==> config.mk <==
export PLATFORM = sky130hd
export DESIGN_NAME = uart_tx_prescaled
export DESIGN_NICKNAME = d
export VERILOG_FILES = /design/src/rtl/uart_tx_prescaled.sv
export SDC_FILE = /design/constraint.sdc
export NUM_CORES = 1
export LEC_CHECK = 0
export BUFFER_PORTS_ARGS = -buffer_cell sky130_fd_sc_hd__buf_2
export CAP_MARGIN = 20
export CORE_MARGIN = 2
export CORE_UTILIZATION = 34
export CTS_CLUSTER_SIZE = 20
export DETAILED_ROUTE_END_ITERATION = 12
export GPL_ROUTABILITY_DRIVEN = 0
export MAX_ROUTING_LAYER = met4
export SLEW_MARGIN = 10
export SYNTH_ARGS = -nofsm -noshare
export SYNTH_HDL_FRONTEND = slang
export SYNTH_SLANG_ARGS = --single-unit
==> constraint.sdc <==
create_clock -name clk -period 2.9 [get_ports clk]
set_clock_uncertainty 0.05 [all_clocks]
set_input_delay 0.29 -clock clk [delete_from_list [all_inputs] [get_ports clk]]
set_output_delay 0.29 -clock clk [all_outputs]
set_load 0.02 [all_outputs]
==> src/rtl/uart_tx_prescaled.sv <==
// ---------------------------------------------------------------------------
// uart_tx_prescaled
//   Serial UART transmitter. One word is accepted per DATA_VALID handshake
//   while idle and sent as: start (0), DATA_WIDTH data bits LSB first,
//   optional parity bit, stop (1). Every bit is held for Prescale clk cycles.
//   A latched Prescale of 0 behaves as 1.
//
// Ports
//   clk        system clock, rising edge
//   rst        synchronous reset, active-high (aborts any frame in flight)
//   P_DATA     word to transmit, latched on acceptance
//   DATA_VALID transmit request, honoured only when busy is low
//   PAR_EN     1 = append parity bit (latched on acceptance)
//   PAR_TYP    0 = XOR of data bits, 1 = XNOR of data bits (latched)
//   Prescale   clk cycles per bit (latched on acceptance)
//   TX_OUT     registered serial line, idle high
//   busy       high from the cycle after acceptance through the last stop cycle
// ---------------------------------------------------------------------------
module uart_tx_prescaled #(
  parameter int DATA_WIDTH     = 8,
  parameter int PRESCALE_WIDTH = 6
) (
  input  logic                      clk,
  input  logic                      rst,
  input  logic [DATA_WIDTH-1:0]     P_DATA,
  input  logic                      DATA_VALID,
  input  logic                      PAR_EN,
  input  logic                      PAR_TYP,
  input  logic [PRESCALE_WIDTH-1:0] Prescale,
  output logic                      TX_OUT,
  output logic                      busy
);

  localparam int IDX_W = (DATA_WIDTH > 1) ? $clog2(DATA_WIDTH) : 1;

  typedef enum logic [2:0] {
    IDLE,
    START,
    DATA,
    PARITY,
    STOP
  } state_t;

  state_t                    state_q;
  logic [PRESCALE_WIDTH-1:0] cnt_q;
  logic [PRESCALE_WIDTH-1:0] last_q;     // terminal count = Prescale-1
  logic [IDX_W-1:0]          idx_q;
  logic [DATA_WIDTH-1:0]     data_q;
  logic                      par_en_q;
  logic                      par_typ_q;
  logic                      tx_q;
  logic                      busy_q;

  logic                      bit_end;
  logic                      last_bit;
  logic [IDX_W-1:0]          idx_nxt;

  // Terminal count of the bit-time counter; a zero Prescale is folded to 1.
  function automatic logic [PRESCALE_WIDTH-1:0] last_count(
    input logic [PRESCALE_WIDTH-1:0] p
  );
    return (p == '0) ? '0 : p - 1'b1;
  endfunction

  // XOR of the data bits, inverted when the XNOR rule is selected.
  function automatic logic parity_of(
    input logic [DATA_WIDTH-1:0] d,
    input logic                  typ
  );
    return (^d) ^ typ;
  endfunction

  assign bit_end  = (cnt_q == last_q);
  assign last_bit = (idx_q == IDX_W'(DATA_WIDTH - 1));
  assign idx_nxt  = idx_q + 1'b1;

  // TX_OUT is loaded together with the state that owns the new bit, so the
  // line changes on the same edge the state changes and stays registered.
  always_ff @(posedge clk) begin
    if (rst) begin
      state_q <= IDLE;
      tx_q    <= 1'b1;
      busy_q  <= 1'b0;
      cnt_q   <= '0;
      idx_q   <= '0;
    end else if (state_q == IDLE) begin
      cnt_q <= '0;
      idx_q <= '0;
      if (DATA_VALID) begin
        data_q    <= P_DATA;
        par_en_q  <= PAR_EN;
        par_typ_q <= PAR_TYP;
        last_q    <= last_count(Prescale);
        state_q   <= START;
        tx_q      <= 1'b0;
        busy_q    <= 1'b1;
      end
    end else begin
      cnt_q <= bit_end ? '0 : cnt_q + 1'b1;
      if (bit_end) begin
        case (state_q)
          START: begin
            state_q <= DATA;
            idx_q   <= '0;
            tx_q    <= data_q[0];
          end
          DATA: begin
            if (!last_bit) begin
              idx_q <= idx_nxt;
              tx_q  <= data_q[idx_nxt];
            end else if (par_en_q) begin
              state_q <= PARITY;
              tx_q    <= parity_of(data_q, par_typ_q);
            end else begin
              state_q <= STOP;
              tx_q    <= 1'b1;
            end
          end
          PARITY: begin
            state_q <= STOP;
            tx_q    <= 1'b1;
          end
          STOP: begin
            state_q <= IDLE;
            tx_q    <= 1'b1;
            busy_q  <= 1'b0;
          end
          default: begin
            state_q <= IDLE;
            tx_q    <= 1'b1;
            busy_q  <= 1'b0;
          end
        endcase
      end
    end
  end

  assign TX_OUT = tx_q;
  assign busy   = busy_q;

endmodule
# After elaboration in Yosys (flattened, before gate mapping)
# Index checks and enable logic that the tools add are counted.
[classes]
addsub = 3
order_cmp = 1
eq_ne = 9
mux = 20
bitwise = 2
n_reduce_logical = 13
[op_table]
columns = ["op", "n"]
rows = [
  ["2-to-1 mux 3 bit", 6],
  ["AND reduction 3 bit", 4],
  ["2-to-1 mux 1 bit", 10],
  ["case mux 3 bit (3 select lines)", 1],
  ["parity 8 bit", 1],
  ["adder 6 x 1 -> 6 bit (second input constant)", 1],
  ["== test 3 x 2 -> 1 bit (second input constant)", 2],
  ["== test 6 bit", 1],
  ["logical NOT 6 bit", 1],
  ["case mux 3 bit (2 select lines)", 1],
  ["OR reduction 3 bit", 2],
  ["subtractor 6 x 1 -> 6 bit (second input constant)", 1],
  ["less-than comparator 3 x 4 -> 1 bit (second input constant)", 1],
  ["inequality test 2 bit (second input constant)", 2],
  ["nonzero test 2 bit", 2],
  ["adder 3 x 1 -> 3 bit (second input constant)", 1],
  ["binary-select mux 1 bit (select 3 bit)", 1],
  ["== test 3 x 1 -> 1 bit (second input constant)", 1],
  ["== test 3 bit (second input constant)", 1],
  ["logical NOT 3 bit", 1],
  ["inequality test 3 bit (second input constant)", 1],
  ["inequality test 2 x 1 -> 1 bit (second input constant)", 1],
  ["case mux 1 bit (2 select lines)", 1],
  ["AND reduction 2 bit", 1],
  ["3 further kinds", 3],
]
[word_totals]
register_bits = 30
input_bits = 19
output_inout_bits = 2
elab_cells = 57

# Logic depth before layout (Yosys ltp)
[depth]
word_depth = 7
ltp_mapped = 6
mapped_depth_nobuf = 6

# Least setup slack after synthesis
# No wires, ideal clock.
[synth_timing]
path_type = "register to register"
start = "register state_q[0]"
end = "register data_q[0] (enable)"
arrival_ns = 1.421
setup_slack_ns = 1.041
path_stages_with_launch = 4
n_path_buf = 0
period_less_slack_ns = 1.859
path_cell_list = "dfxtp_1 > nor3_2 > nand2_1 > nor2_1"
[synth_via]
elab_chain_len = 2
[synth_rtl]
columns = ["item", "line_no", "rtl"]
rows = [
  ["start: declaration", "44", "state_t state_q;"],
  ["start signal: assignment", "81", "state_q <= IDLE;"],
  ["start signal: assignment", "94", "state_q <= START;"],
  ["start signal: assignment", "103", "state_q <= DATA;"],
  ["logical NOT 3 bit", "86", "end else if (state_q == IDLE) begin"],
  ["AND reduction 3 bit (no source line)", "-", ""],
  ["end signal: assignment", "90", "data_q <= P_DATA;"],
  ["end: declaration", "48", "logic [DATA_WIDTH-1:0] data_q;"],
]
# No other way between the ends.
# A chain may end at the register's enable or synchronous reset.

# Worst setup path in the final report
[layout_timing]
start = "register idx_q[0]"
end = "register idx_q[2]"
[layout_via]
elab_chain_len = 3
[layout_rtl]
columns = ["item", "line_no", "rtl"]
rows = [
  ["start: declaration", "47", "logic [IDX_W-1:0] idx_q;"],
  ["start signal: assignment", "109", "idx_q <= idx_nxt;"],
  ["adder 3 x 1 -> 3 bit or == test 3 bit (tied branches)", "75, 74", ""],
  ["2-to-1 mux 3 bit or inequality test 2 bit (tied branches)", "-", ""],
  ["case mux 3 bit (2 select lines) or AND reduction 3 bit (tied branches)", "-", ""],
]
# Parallel ways exist; a longest one is shown, timed or not. The select of a mux whose other input is x is not followed.

==> summary.txt <==
Synthesis
  • Average size of a mapped cell: between 10 and 15 um^2
  • Simple-gate share of the synthesized area: between 15 and 20%
  • Post-Synth XOR/XNOR Area: roughly an eighth
  • Synth warn: 0
  • Most numerous cell in the Yosys netlist: edfxtp_1
  • Post-synth net total: 161
  • Share of the synthesized area in the top cell type: 32.1%
  • Mux cell area share after synthesis: 3.77%
  • EDFF count, synth: 16
  • Synthesized area: 1500 um^2
  • Seq cells post-synth: 30
  • Commonest cells in the netlist: 16 x edfxtp_1, 15 x nor2_1, 14 x dfxtp_1
  • Seq/Total Area, Yosys: 50.9%
  • Ys flop type: edfxtp_1
  • Post-synth top area cell: edfxtp_1
  • Top cells by area, synth: edfxtp_1 32%, dfxtp_1 19%, xor2_1 5.9%, xnor2_1 4.7%, nor2_1 3.8%
  • Area share of fa/ha/maj cells after synthesis: 3.35%
  • Ys async rst share: 0%
  • Syn Inst Count: 138
  • Synth unique cells: 38
  • Compound-Gate Fraction of Synth Area: 9.46%
  • Largest family of logic cells by synthesized area: simple AND/OR/NAND/NOR gates

Global routing
  • First-pass GRT wire length: 4690 um
  • Vias in the first global route: 1103
  • Initial antenna violation count: 0
  • Total track usage: 12.8%
  • Pin count of the biggest net entering global routing: 17
  • GR Overflow Total: 0

Setup path
  • Peak fanout along the critical path: 7
  • Worst setup SP type: register
  • Cell Chain, Critical Path: ha_1, ha_1, or4_4, or3_1, a21oi_1
  • CP Capture Type: register
  • CP startpoint: idx_q[0]$_SDFFE_PP0P_
  • CP required: 3.07 ns
  • Origin of the critical flop-to-flop path: idx_q[0]$_SDFFE_PP0P_
  • Crit path to: idx_q[2]$_SDFFE_PP0P_
  • Internal reg-to-reg setup slack: 1.04 ns
  • Crit-path most repeated cell: ha_1
  • Reg2reg end: idx_q[2]$_SDFFE_PP0P_
  • Crit-path max cell delay: about 0.44 ns
  • Setup CP Type: reg -> reg
  • Reg2reg path depth: 5
  • Arr. time, crit path: 2.03 ns
  • CP max stage cell: or4_4

Die
  • I/O pins: 21
  • Initial core utilization: 34.8%
  • Die height: roughly 70 um
  • Row count: 24
  • Die W: 70.3 um
  • Die area: about 5000 um^2
  • CORE AREA: 4290 um^2

Route
  • Drt wl/cell: 12.7 um
  • Antenna Nets Post-Route: 0
  • Via density per instance: 4.96
  • DRC viols: 0
  • Routed WL: 2740 um
  • 1st-iter DRT viols: 21
  • Vias: 1071
  • DRT Pass-1 Iters: 4

Timing
  • Worst rel slew slack: between 70% and 80%
  • Total Neg Setup Slack: 0 ns
  • Post-route minimum period: 1.86 ns
  • Final period util: 64.3%
  • # setup viols final: 0
  • RSZ-0062 raised after global routing: no
  • Max Slew Vio Count: 0
  • FMAX: 536 MHz
  • Worst-margin pin slew: 0.436 ns
  • Final hold violation count: 0

Layout
  • Nets@finish: about 190
  • Ant. Diodes: 0
  • Share of cells above drive strength 1: 23.8%
  • Synth-to-Final Area Change: 15.9%

Power
  • Total power: 899 uW
  • Pwr dens: approximately 520 nW/um^2
  • P_leak: roughly 0.66 nW
  • Peak VDD IR: 225 uV

Clock tree
  • Clock Latency Late Sink: 0.28 ns
  • Worst-path clk slew: approximately 0.070 ns
  • CTS tree: built
  • Post-cts gate resize count: 0
  • Post-CTS Setup Repair Bufs: 0
  • Number of clock sinks: 30
  • H-tree levels: 2
  • Max Buffers Root-to-Sink: 2
  • CTS Buf Count: 5
  • Root Buffer: clkbuf_8
  • Number of hold buffers added after cts: 0

Job
  • Max Cap Viol: 0

Place
  • Post-DP HPWL: between 2000 and 2500 um
  • IO buf count: 20

Status
  • Status: completed

Min path
  • Min-delay worst type: in -> reg
[cell type report]
type,count,area [um^2]
fillers,419,2560
flip-flops and latches,30,761
multi-input cells,97,684
repair buffers,21,108
clock buffers,5,68.8
well taps,52,65.1
inverters,8,30.0
clock inverters,3,16.3
[state kept, by name (all words and copies together) (netlist names)]
register	flops
par_en_q	1
busy	1
par_typ_q	1
state_q	3
last_q	6
data_q	8
TX_OUT	1
cnt_q	6
idx_q	3
[power by group]
part | switching (mW) | internal [mW] | total, mW
clock | 0.161 | 0.164 | 0.325
sequential | 0.0128 | 0.468 | 0.481
combinational | 0.0484 | 0.0450 | 0.0934
total | 0.223 | 0.677 | 0.899
[placed cells by master, fill, tap and decap left out, types with 2 or more instances in the layout]
cell	count
buf_2	20
xnor2_1	8
a31oi_1	2
and3_1	2
a21oi_1	10
edfxtp_1	16
or3_1	4
o31ai_1	3
ha_1	4
nor3_1	3
inv_1	7
nor2b_1	2
nor2_1	15
mux4_2	2
dfxtp_1	14
xor2_1	10
o21ai_0	3
clkbuf_8	5
nor2_2	3
nand3_1	2
nand2_1	9
[metrics by stage]
stage	hold WS [ns]	instance area [um^2]	utilization (%)	cells	setup slack, ns
after floorplan	0.339	1500	-	138	1.04
after global placement	0.405	1650	38.4	208	1.10
after detailed placement	0.418	1650	38.4	208	1.06
after CTS	0.121	1730	40.4	216	1.03
after global routing	0.109	1730	40.4	216	0.913
final	0.125	1730	40.4	216	1.04
[worst min path at each step]
stage / from / slack, ns / end / cells past startpoint
finish: P_DATA[2] / 0.13 / data_q[2]$_DFFE_PP_ / 1
global route: P_DATA[1] / 0.11 / data_q[1]$_DFFE_PP_ / 1
CTS: P_DATA[3] / 0.12 / data_q[3]$_DFFE_PP_ / 1
detailed placement: P_DATA[3] / 0.42 / data_q[3]$_DFFE_PP_ / 1
global placement: idx_q[1]$_SDFFE_PP0P_ / 0.41 / idx_q[1]$_SDFFE_PP0P_ / 2
floorplan: P_DATA[0] / 0.34 / data_q[0]$_DFFE_PP_ / 0
[kinds of logic (layout without fill, tap and decap cells)]
kind of cell / Yosys count / count (layout)
AO/OA/AOI/OAI: 23 / 23
XOR/XNOR: 19 / 19
adder cells (fa/ha/maj): 4 / 4
buffers and inverters: 11 / 37
flip-flops: 30 / 30
multiplexers: 3 / 3
AND/OR/NAND/NOR: 48 / 48
[worst max-delay path: cells and delay by family (launching register included)]
family,cells,cell delay (ns)
AO/OA/AOI/OAI,1,0.15
flip-flops,1,0.36
AND/OR/NAND/NOR,2,0.76
adder cells (fa/ha/maj),2,0.48
[metal layers]
metal / global-route usage, % / vias to the layer above / part of all wire [%]
met5: - / - / 0
met4: 5.13 / 0 / 1.3
met3: 5.34 / 2 / 4.4
met2: 20.2 / 19 / 48
met1: 14.2 / 511 / 46
li1: - / 539 / -
(Power assumes the default switching activity.)
